[src/rtl/exe_mem_pkg.sv]
// Shared widths, MEM control bit positions and payload sizing for the EXE->MEM stage.
package exe_mem_pkg;
   localparam int DATA_W_DEF      = 32;
   localparam int WIDE_W_DEF      = 64;
   localparam int REG_AW_DEF      = 5;
   localparam int WB_CTL_W_DEF    = 10;
   localparam int MEM_CTL_W_DEF   = 3;
   localparam int STALL_CNT_W_DEF = 16;

   localparam int MEMCTL_READ    = 2;
   localparam int MEMCTL_WRITE   = 1;
   localparam int MEMCTL_WRITE64 = 0;

   // Payload = {alu64, alu32, rt64, rt32, regwr, rs, wb_ctl, mem_ctl}
   function automatic int payload_w(input int dw, input int ww, input int raw,
                                    input int wbw, input int mcw);
      return 2*ww + 3*dw + raw + wbw + mcw;
   endfunction
endpackage

[src/rtl/exe_mem_pipe_slot.sv]
// One pipeline holding slot: valid bit plus payload register. Clear beats load.
module pipe_slot #(
   parameter int W = 8
) (
   input  logic         clk,
   input  logic         rst,
   input  logic         clr,
   input  logic         ld,
   input  logic [W-1:0] d,
   output logic         vld,
   output logic [W-1:0] q
);
   logic         vld_d, vld_q;
   logic [W-1:0] data_d, data_q;

   always_comb begin
      vld_d  = vld_q;
      data_d = data_q;
      if (clr) begin
         vld_d = 1'b0;
      end else if (ld) begin
         vld_d  = 1'b1;
         data_d = d;
      end
   end

   always_ff @(posedge clk or posedge rst) begin
      if (rst) begin
         vld_q  <= 1'b0;
         data_q <= '0;
      end else begin
         vld_q  <= vld_d;
         data_q <= data_d;
      end
   end

   assign vld = vld_q;
   assign q   = data_q;
endmodule

[src/rtl/exe_mem_pipe.sv]
// EXE->MEM pipeline register with valid/ready handshake, optional skid slot,
// flush and a saturating MEM stall counter.
module exe_mem_pipe
   import exe_mem_pkg::*;
#(
   parameter int DATA_W      = DATA_W_DEF,
   parameter int WIDE_W      = WIDE_W_DEF,
   parameter int REG_AW      = REG_AW_DEF,
   parameter int WB_CTL_W    = WB_CTL_W_DEF,
   parameter int MEM_CTL_W   = MEM_CTL_W_DEF,
   parameter int SKID        = 1,
   parameter int STALL_CNT_W = STALL_CNT_W_DEF
) (
   input  logic                   Clk,
   input  logic                   Rst,
   input  logic                   Flush,
   input  logic                   in_valid,
   output logic                   in_ready,
   input  logic [WIDE_W-1:0]      OUT_ALU64,
   input  logic [DATA_W-1:0]      OUT_ALU32,
   input  logic [WIDE_W-1:0]      Rt_data64_EXE,
   input  logic [DATA_W-1:0]      Rt_data_EXE,
   input  logic [REG_AW-1:0]      RegWr_EXE,
   input  logic [DATA_W-1:0]      Rs_data_EXE,
   input  logic [WB_CTL_W-1:0]    WB_control_EX,
   input  logic [MEM_CTL_W-1:0]   MEM_control_EX,
   output logic                   out_valid,
   input  logic                   out_ready,
   output logic [WIDE_W-1:0]      OUT_ALU64_MEM,
   output logic [DATA_W-1:0]      Adrs_MEM,
   output logic [WIDE_W-1:0]      Rt_data64_MEM,
   output logic [DATA_W-1:0]      Rt_data_MEM,
   output logic [REG_AW-1:0]      RegWr_MEM,
   output logic [DATA_W-1:0]      HILO_write_MEM,
   output logic [WB_CTL_W-1:0]    WB_control_MEM,
   output logic                   MemRead,
   output logic                   MemWrite,
   output logic                   MemWrite64,
   output logic [STALL_CNT_W-1:0] stall_cnt
);
   localparam int PW = payload_w(DATA_W, WIDE_W, REG_AW, WB_CTL_W, MEM_CTL_W);

   logic [PW-1:0]          pay_in, main_din, main_q, skid_q;
   logic                   main_v, skid_v;
   logic                   main_ld, main_clr, skid_ld, skid_clr;
   logic                   accept, retire;
   logic                   in_ready_d, in_ready_q;
   logic [STALL_CNT_W-1:0] stall_d, stall_q;
   logic [WB_CTL_W-1:0]    wb_raw;
   logic [MEM_CTL_W-1:0]   mc_raw;

   assign pay_in = {OUT_ALU64, OUT_ALU32, Rt_data64_EXE, Rt_data_EXE,
                    RegWr_EXE, Rs_data_EXE, WB_control_EX, MEM_control_EX};

   assign in_ready = (SKID != 0) ? in_ready_q : (~main_v | out_ready);
   assign retire   = main_v & out_ready;
   // A flushed cycle never captures, even when in_ready is high.
   assign accept   = in_valid & in_ready & ~Flush;

   always_comb begin
      main_din   = pay_in;
      main_ld    = accept;
      skid_ld    = 1'b0;
      skid_clr   = 1'b0;
      in_ready_d = 1'b1;
      if (SKID != 0) begin
         // in_ready is low whenever skid holds, so skid->main never races an accept.
         main_din   = skid_v ? skid_q : pay_in;
         main_ld    = (skid_v & retire) | (accept & (~main_v | retire));
         skid_ld    = accept & main_v & ~retire;
         skid_clr   = Flush | retire;
         in_ready_d = Flush | ~(skid_ld | (skid_v & ~retire));
      end
      main_clr = Flush | (retire & ~main_ld);
   end

   always_comb begin
      stall_d = stall_q;
      if (main_v & ~out_ready & ~(&stall_q))
         stall_d = stall_q + STALL_CNT_W'(1);
   end

   always_ff @(posedge Clk or posedge Rst) begin
      if (Rst) begin
         in_ready_q <= 1'b1;
         stall_q    <= '0;
      end else begin
         in_ready_q <= in_ready_d;
         stall_q    <= stall_d;
      end
   end

   pipe_slot #(.W(PW)) u_main (
      .clk (Clk),
      .rst (Rst),
      .clr (main_clr),
      .ld  (main_ld),
      .d   (main_din),
      .vld (main_v),
      .q   (main_q)
   );

   generate
      if (SKID != 0) begin : g_skid
         pipe_slot #(.W(PW)) u_skid (
            .clk (Clk),
            .rst (Rst),
            .clr (skid_clr),
            .ld  (skid_ld),
            .d   (pay_in),
            .vld (skid_v),
            .q   (skid_q)
         );
      end else begin : g_noskid
         assign skid_v = 1'b0;
         assign skid_q = '0;
      end
   endgenerate

   assign {OUT_ALU64_MEM, Adrs_MEM, Rt_data64_MEM, Rt_data_MEM,
           RegWr_MEM, HILO_write_MEM, wb_raw, mc_raw} = main_q;

   // Control is gated by valid so an empty stage can never issue a store.
   assign out_valid      = main_v;
   assign WB_control_MEM = main_v ? wb_raw : '0;
   assign MemRead        = main_v & mc_raw[MEMCTL_READ];
   assign MemWrite       = main_v & mc_raw[MEMCTL_WRITE];
   assign MemWrite64     = main_v & mc_raw[MEMCTL_WRITE64];
   assign stall_cnt      = stall_q;
endmodule

[config.mk]
export PLATFORM = sky130hd
export DESIGN_NAME = exe_mem_pipe
export DESIGN_NICKNAME = d
export VERILOG_FILES = /design/src/rtl/exe_mem_pkg.sv /design/src/rtl/exe_mem_pipe_slot.sv /design/src/rtl/exe_mem_pipe.sv
export SDC_FILE = /design/constraint.sdc
export NUM_CORES = 1
export LEC_CHECK = 0
export CORE_AREA = 2 2 210 212
export DETAILED_ROUTE_END_ITERATION = 10
export DIE_AREA = 0 0 212 214
export PLACE_DENSITY = 0.81
export SYNTH_ARGS = -nofsm -noshare
export SYNTH_HDL_FRONTEND = slang
export SYNTH_HIERARCHICAL = 1
export SYNTH_SLANG_ARGS = --single-unit
[constraint.sdc]
create_clock -name Clk -period 15.8 [get_ports Clk]
set_input_delay 2.37 -clock Clk [delete_from_list [all_inputs] [get_ports Clk]]
set_output_delay 2.37 -clock Clk [all_outputs]
set_load 0.03 [all_outputs]
* After elaboration in Yosys (flattened, before gate mapping)
Index checks and enable logic that the tools add are counted.
** Storage, ports and cells
- Bits in registers :: 503
- Bits in latches :: 0
- Memory bits (writable) :: 0
- ROM bits :: 0
- Input port bits :: 247
- Logic and storage cells :: 47
- Memories :: 0
** Operators by class
- Add/subtract/negate cells :: 1
- Multipliers :: 0
- Div/mod/pow operators :: 0
- Order comparisons :: 0
- Equal/unequal tests :: 0
- Shifts and indexed selects :: 0
- Multiplexer cells :: 6
- Bitwise gates (word level) :: 29
- Reduce and logical (&&, ||, !) cells :: 5
** Operators with widths (number)
- 242-bit 2-to-1 mux :: 1
- 16-bit by 1-bit adder with 16-bit output (second input constant) :: 1
- 16-bit AND reduction :: 1
- 1-bit AND :: 14
- 10-bit 2-to-1 mux :: 1
- 1-bit inverter :: 9
- 1-bit bitwise OR :: 6
- 1-bit 2-to-1 mux :: 4
- 2-bit AND reduction :: 2
- 2-bit nonzero test :: 2

* Logic depth before layout (Yosys ltp)
- Depth after elaboration :: 9
- Depth in mapped cells :: 10
- Gate-level depth less buffers :: 6

* Cells and area by module
Netlist, hierarchy kept.
** Modules (own cells, without submodules)
- pipe_slot :: instances 2, cells an instance 516, area an instance 9776.9 µm², seq. area each 6080.8 µm²
- exe_mem_pipe :: instances 1, cells an instance 370, area an instance 3878.7 µm², seq. area each 426.7 µm²

* Least setup slack after synthesis
Ideal clock, no wire load.
- Path kind :: input to register
- Start :: in out_ready
- End :: reg g_skid.u_skid.data_q[116] (netlist: g_skid.u_skid/q[116])
- Arrival :: 3.754 ns
- Path slack :: 11.921 ns
- Stages on the path :: 7
- Buffers on the path :: 3
- Path through :: nand2b_1 > nor3_1 > nor2b_4 > buf_6 > buf_6 > buf_6 > mux2_4
** On the way
- Word-level cells in the longest chain between the ends :: 4
** Ends and longest elaborated chain
- start, declared :: line exe_mem_pipe.sv:28 : input logic out_ready,
- 1-bit AND :: line exe_mem_pipe.sv:56 : assign retire = main_v & out_ready;
- 1-bit inverter :: line exe_mem_pipe.sv:70 : skid_ld = accept & main_v & ~retire;
- 1-bit AND :: line exe_mem_pipe.sv:70
- via skid_ld :: line exe_mem_pipe.sv:45 : logic main_ld, main_clr, skid_ld, skid_clr;
- 2-bit AND reduction (no line)
- end signal, assigned :: line exe_mem_pipe_slot.sv:33 : data_q <= data_d;
- end, declared :: line exe_mem_pipe_slot.sv:14 : logic [W-1:0] data_d, data_q;
The timed path passes the listed nets, and every way through them passes these cells.
A chain may end at the register's enable or synchronous reset.

* Final worst setup path
- Start :: in out_ready
- End :: reg g_skid.u_skid.data_q[107] (netlist: g_skid.u_skid/q[107])
Same word-level chain as after synthesis.

==> metrics.cfg <==
[synthesis]
ys_warn_count = 6
largest_family_of_logic_cells_by_synthesized_area = multiplexers
synth_simple_gate_area_share_pct = 1.78
synth-edff-count = 0
synth_cell_type_count = 39
synthesized_netlist_net_count = 1650
ys_dominant_reg_cell = sky130_fd_sc_hd__dfrtp_1
ys_async_sr_fraction_pct = 100
yosysSeqAreaShare_pct = 53.7
netlist_area_um2 = 23400
yosys-mux-area-fraction_pct = 40.7
synth.ff_latch_count = 503
synthesized_area_fraction_occupied_by_xor_and_xnor_cells_pct = 0.374
post_synth_fa_ha_maj_area_fraction_pct = 0.0534
synth_compound_area_share_pct = 0.336
post_synth_inst_count = 1402
synthesis.area_per_instance_um2 = 16.7

[final_layout]
final_area_um2 = 30500
layout.cells.most_common_list = sky130_fd_sc_hd__clkdlybuf4s50_1 (506), sky130_fd_sc_hd__dfrtp_1 (501), sky130_fd_sc_hd__mux2_2 (366)
most_common_library_cell_in_the_layout_ignoring_fill_and_taps = sky130_fd_sc_hd__clkdlybuf4s50_1
synthToLayoutAreaGrowth_pct = 30.0
layout.nets = 2138
multi_input_comb_area_um2 = 10100
final.fill_count = 2786
share_of_cells_above_drive_strength_1_pct = 43.5
finalNonFillerCells = 2531
seq_area_um2 = 12600

[clock_network]
root_buffer = sky130_fd_sc_hd__clkbuf_16
clock_edge_transition_at_the_registers_on_the_reported_setup_and_hold_paths_ps = 60
cts_made_buffers = 51
cts_tree = yes
clock_insertion_delay_worst_skew_ps = 580
post_cts_resized = 0
ctsHoldBuffers = 0
post_cts_setup_repair_bufs = 0
sink_count = 503
cts_buffer_depth = 3
cts_htree_levels = 2

[route]
avgViaCountPerCell = 5.34
totalWireLength_mm = 57.7
detail-route-antenna-nets = 0
first_iter_violations = 628
drt_drc_violations_left = 0
drt_first_pass_iters = 4
num_vias = 13500
post_drt_wl_per_cell_um = 22.8

[power]
power_density_nw_per_um2 = 138
switching_power_uw = 1230
seq_power_share_pct = 41.2
clock_power_share_pct = 29.8
power.static_leakage_uw = 0.0133
power_switching_share_pct = 29.4
worst_ir_drop_vdd_uv = 103
power.combinational.fraction_pct = 29.0
power_report.internal_total_uw = 2960

[timing]
worst_slack_ps = 9740
slew_headroom_pct = 15.7
drv_slew = 0
finalSetupViolations = 0
sum_of_negative_setup_slack_ps = 0
timing_hold_violations_final = 0
final.period_utilization_pct = 38.3
clock_skew_ps = 15.6
max_freq_ghz = 0.165
setup_repair_after_global_routing_missed_its_margin = false
post-route-min-period_ps = 6060
finalHoldWorstSlack_ps = 501
timing_worst_slew_pin_value_ps = 1260

[setup_path]
worst_ep_required_time_ps = 16250
reg2reg_depth = 6
reg2reg_to = u_main/q[170]$_DFFE_PP0P_
cp-end-kind = register
reg2reg_slack_ps = 11090
regToRegStartpoint = g_skid.u_skid/vld$_DFFE_PP0P_
setup.worst_path.start_class = input port
maximum_fanout_along_the_worst_path = 61
worst_ep_arrival_time_ps = 6510
crit_type = input port to register

[global_route]
grt_antenna_before_repair = 21
grt_start_max_net_pins = 140
grt_first_pass_wirelength_mm = 90.0
first_global_vias = 15300
grt_overflow_total = 0
grt_use_total_pct = 25.5

[run]
cap_viol_max_count = 0

[place]
placed_inst_area_um2 = 28700
pre_cts_ws_ps = 9200
numPlacedInstances = 2422
count_of_buffers_from_port_buffering = 506
half_perimeter_wire_length_after_placement_mm = 37.4
place.gp.congestion = 0.817

[floorplan]
design.portCount = 507
floorplan.die.height_um = 214
fp.dieW_um = 212
dieArea_um2 = 45400
floorplan.initialDensity_pct = 54.6
row_count = 76
coreArea_um2 = 42900

[hold_path]
timing.hold.worst.class = register to register
min_to = g_skid.u_skid/q[110]$_DFFE_PP0P_
hold_start = g_skid.u_skid/q[110]$_DFFE_PP0P_
worst_hold_path.num_cells = 1

[run_status]
outcome = complete, no violations

==> registers in the layout, summed over array words and instances (netlist names) <==
register / count
u_main/vld: 1
in_ready: 1
g_skid.u_skid/q: 242
u_main/q: 242
stall_cnt: 16
g_skid.u_skid/vld: 1
==> worst max path at each step <==
stage | from | endpoint | slack [ps]
3_3_place_gp | out_ready | g_skid.u_skid/q[60]$_DFFE_PP0P_ | 9300
6_report | out_ready | g_skid.u_skid/q[107]$_DFFE_PP0P_ | 9740
2_1_floorplan | Rst | g_skid.u_skid/q[0]$_DFFE_PP0P_ | 6760
3_5_place_dp | out_ready | g_skid.u_skid/q[100]$_DFFE_PP0P_ | 9200
5_1_grt | out_ready | g_skid.u_skid/q[112]$_DFFE_PP0P_ | 9600
4_1_cts | out_ready | g_skid.u_skid/q[107]$_DFFE_PP0P_ | 9840
==> power by group through the flow <==
stage	Combinational (uW)	Clock [uW]	Sequential [uW]
detailed placement	1210	0	1740
global route	1270	1330	1760
floorplan	447	0	2000
finish	1210	1250	1730
CTS	1220	1270	1730
global placement	1190	0	1730
==> cell type report <==
| type | instances | area share, % |
|---|---|---|
| well taps | 585 | 2.40 |
| clock inverters | 17 | 0.772 |
| flip-flops and latches | 503 | 41.3 |
| repair buffers | 518 | 17.0 |
| clock buffers | 70 | 4.86 |
| diodes | 22 | 0.181 |
| inverters | 6 | 0.123 |
| multi-input cells | 810 | 33.3 |
==> per-layer routing <==
| metal | GRT usage, % | routed length, um |
|---|---|---|
| met1 | 30.5 | 22700 |
| met2 | 41.6 | 28500 |
| met3 | 7.29 | 3960 |
| met4 | 13.9 | 2570 |
| met5 | 0 | 0 |
==> logic make-up (layout without fill, tap and decap cells) <==
logic type / count (synthesis) / after routing
muxes: 727 / 727
DFF: 503 / 503
buffers and inverters: 89 / 611
and+or+nand+nor: 60 / 60
AOI/OAI and AO/OA: 12 / 12
xor gates and xnor gates: 10 / 10
adders and majority gates: 1 / 1
other: 0 / 22
==> worst max-delay path: stages <==
cell                              delay, ps
sky130_fd_sc_hd__clkdlybuf4s50_1        480
sky130_fd_sc_hd__nand2b_1               280
sky130_fd_sc_hd__nor3_1                 370
sky130_fd_sc_hd__nor2b_4                790
sky130_fd_sc_hd__buf_4                  770
sky130_fd_sc_hd__buf_4                  880
sky130_fd_sc_hd__mux2_2                 430
==> cells in the mapped netlist, drive strengths merged (2+ instances only) <==
cell type	n	area share, %
nor4	5	0.25
nand3	5	0.15
xnor2	4	0.15
nand2	5	0.080
xor2	6	0.22
dfrtp	502	54
inv	6	0.096
clkbuf	2	0.032
nor2	12	0.20
a21oi	7	0.15
nor2b	3	0.14
nor3	4	0.085
and2	14	0.37
buf	81	2.9
mux2	727	41
and4b	2	0.085
nand4	5	0.25
==> stage by stage <==
stage / util (%) / power [uW]
5_1_grt: 71.0 / 4350
4_1_cts: 70.9 / 4220
3_3_place_gp: 66.9 / 2920
2_1_floorplan: - / 2440
6_report: 71.0 / 4190
3_5_place_dp: 66.9 / 2950
No activity file was read; power rests on OpenSTA's default activity.
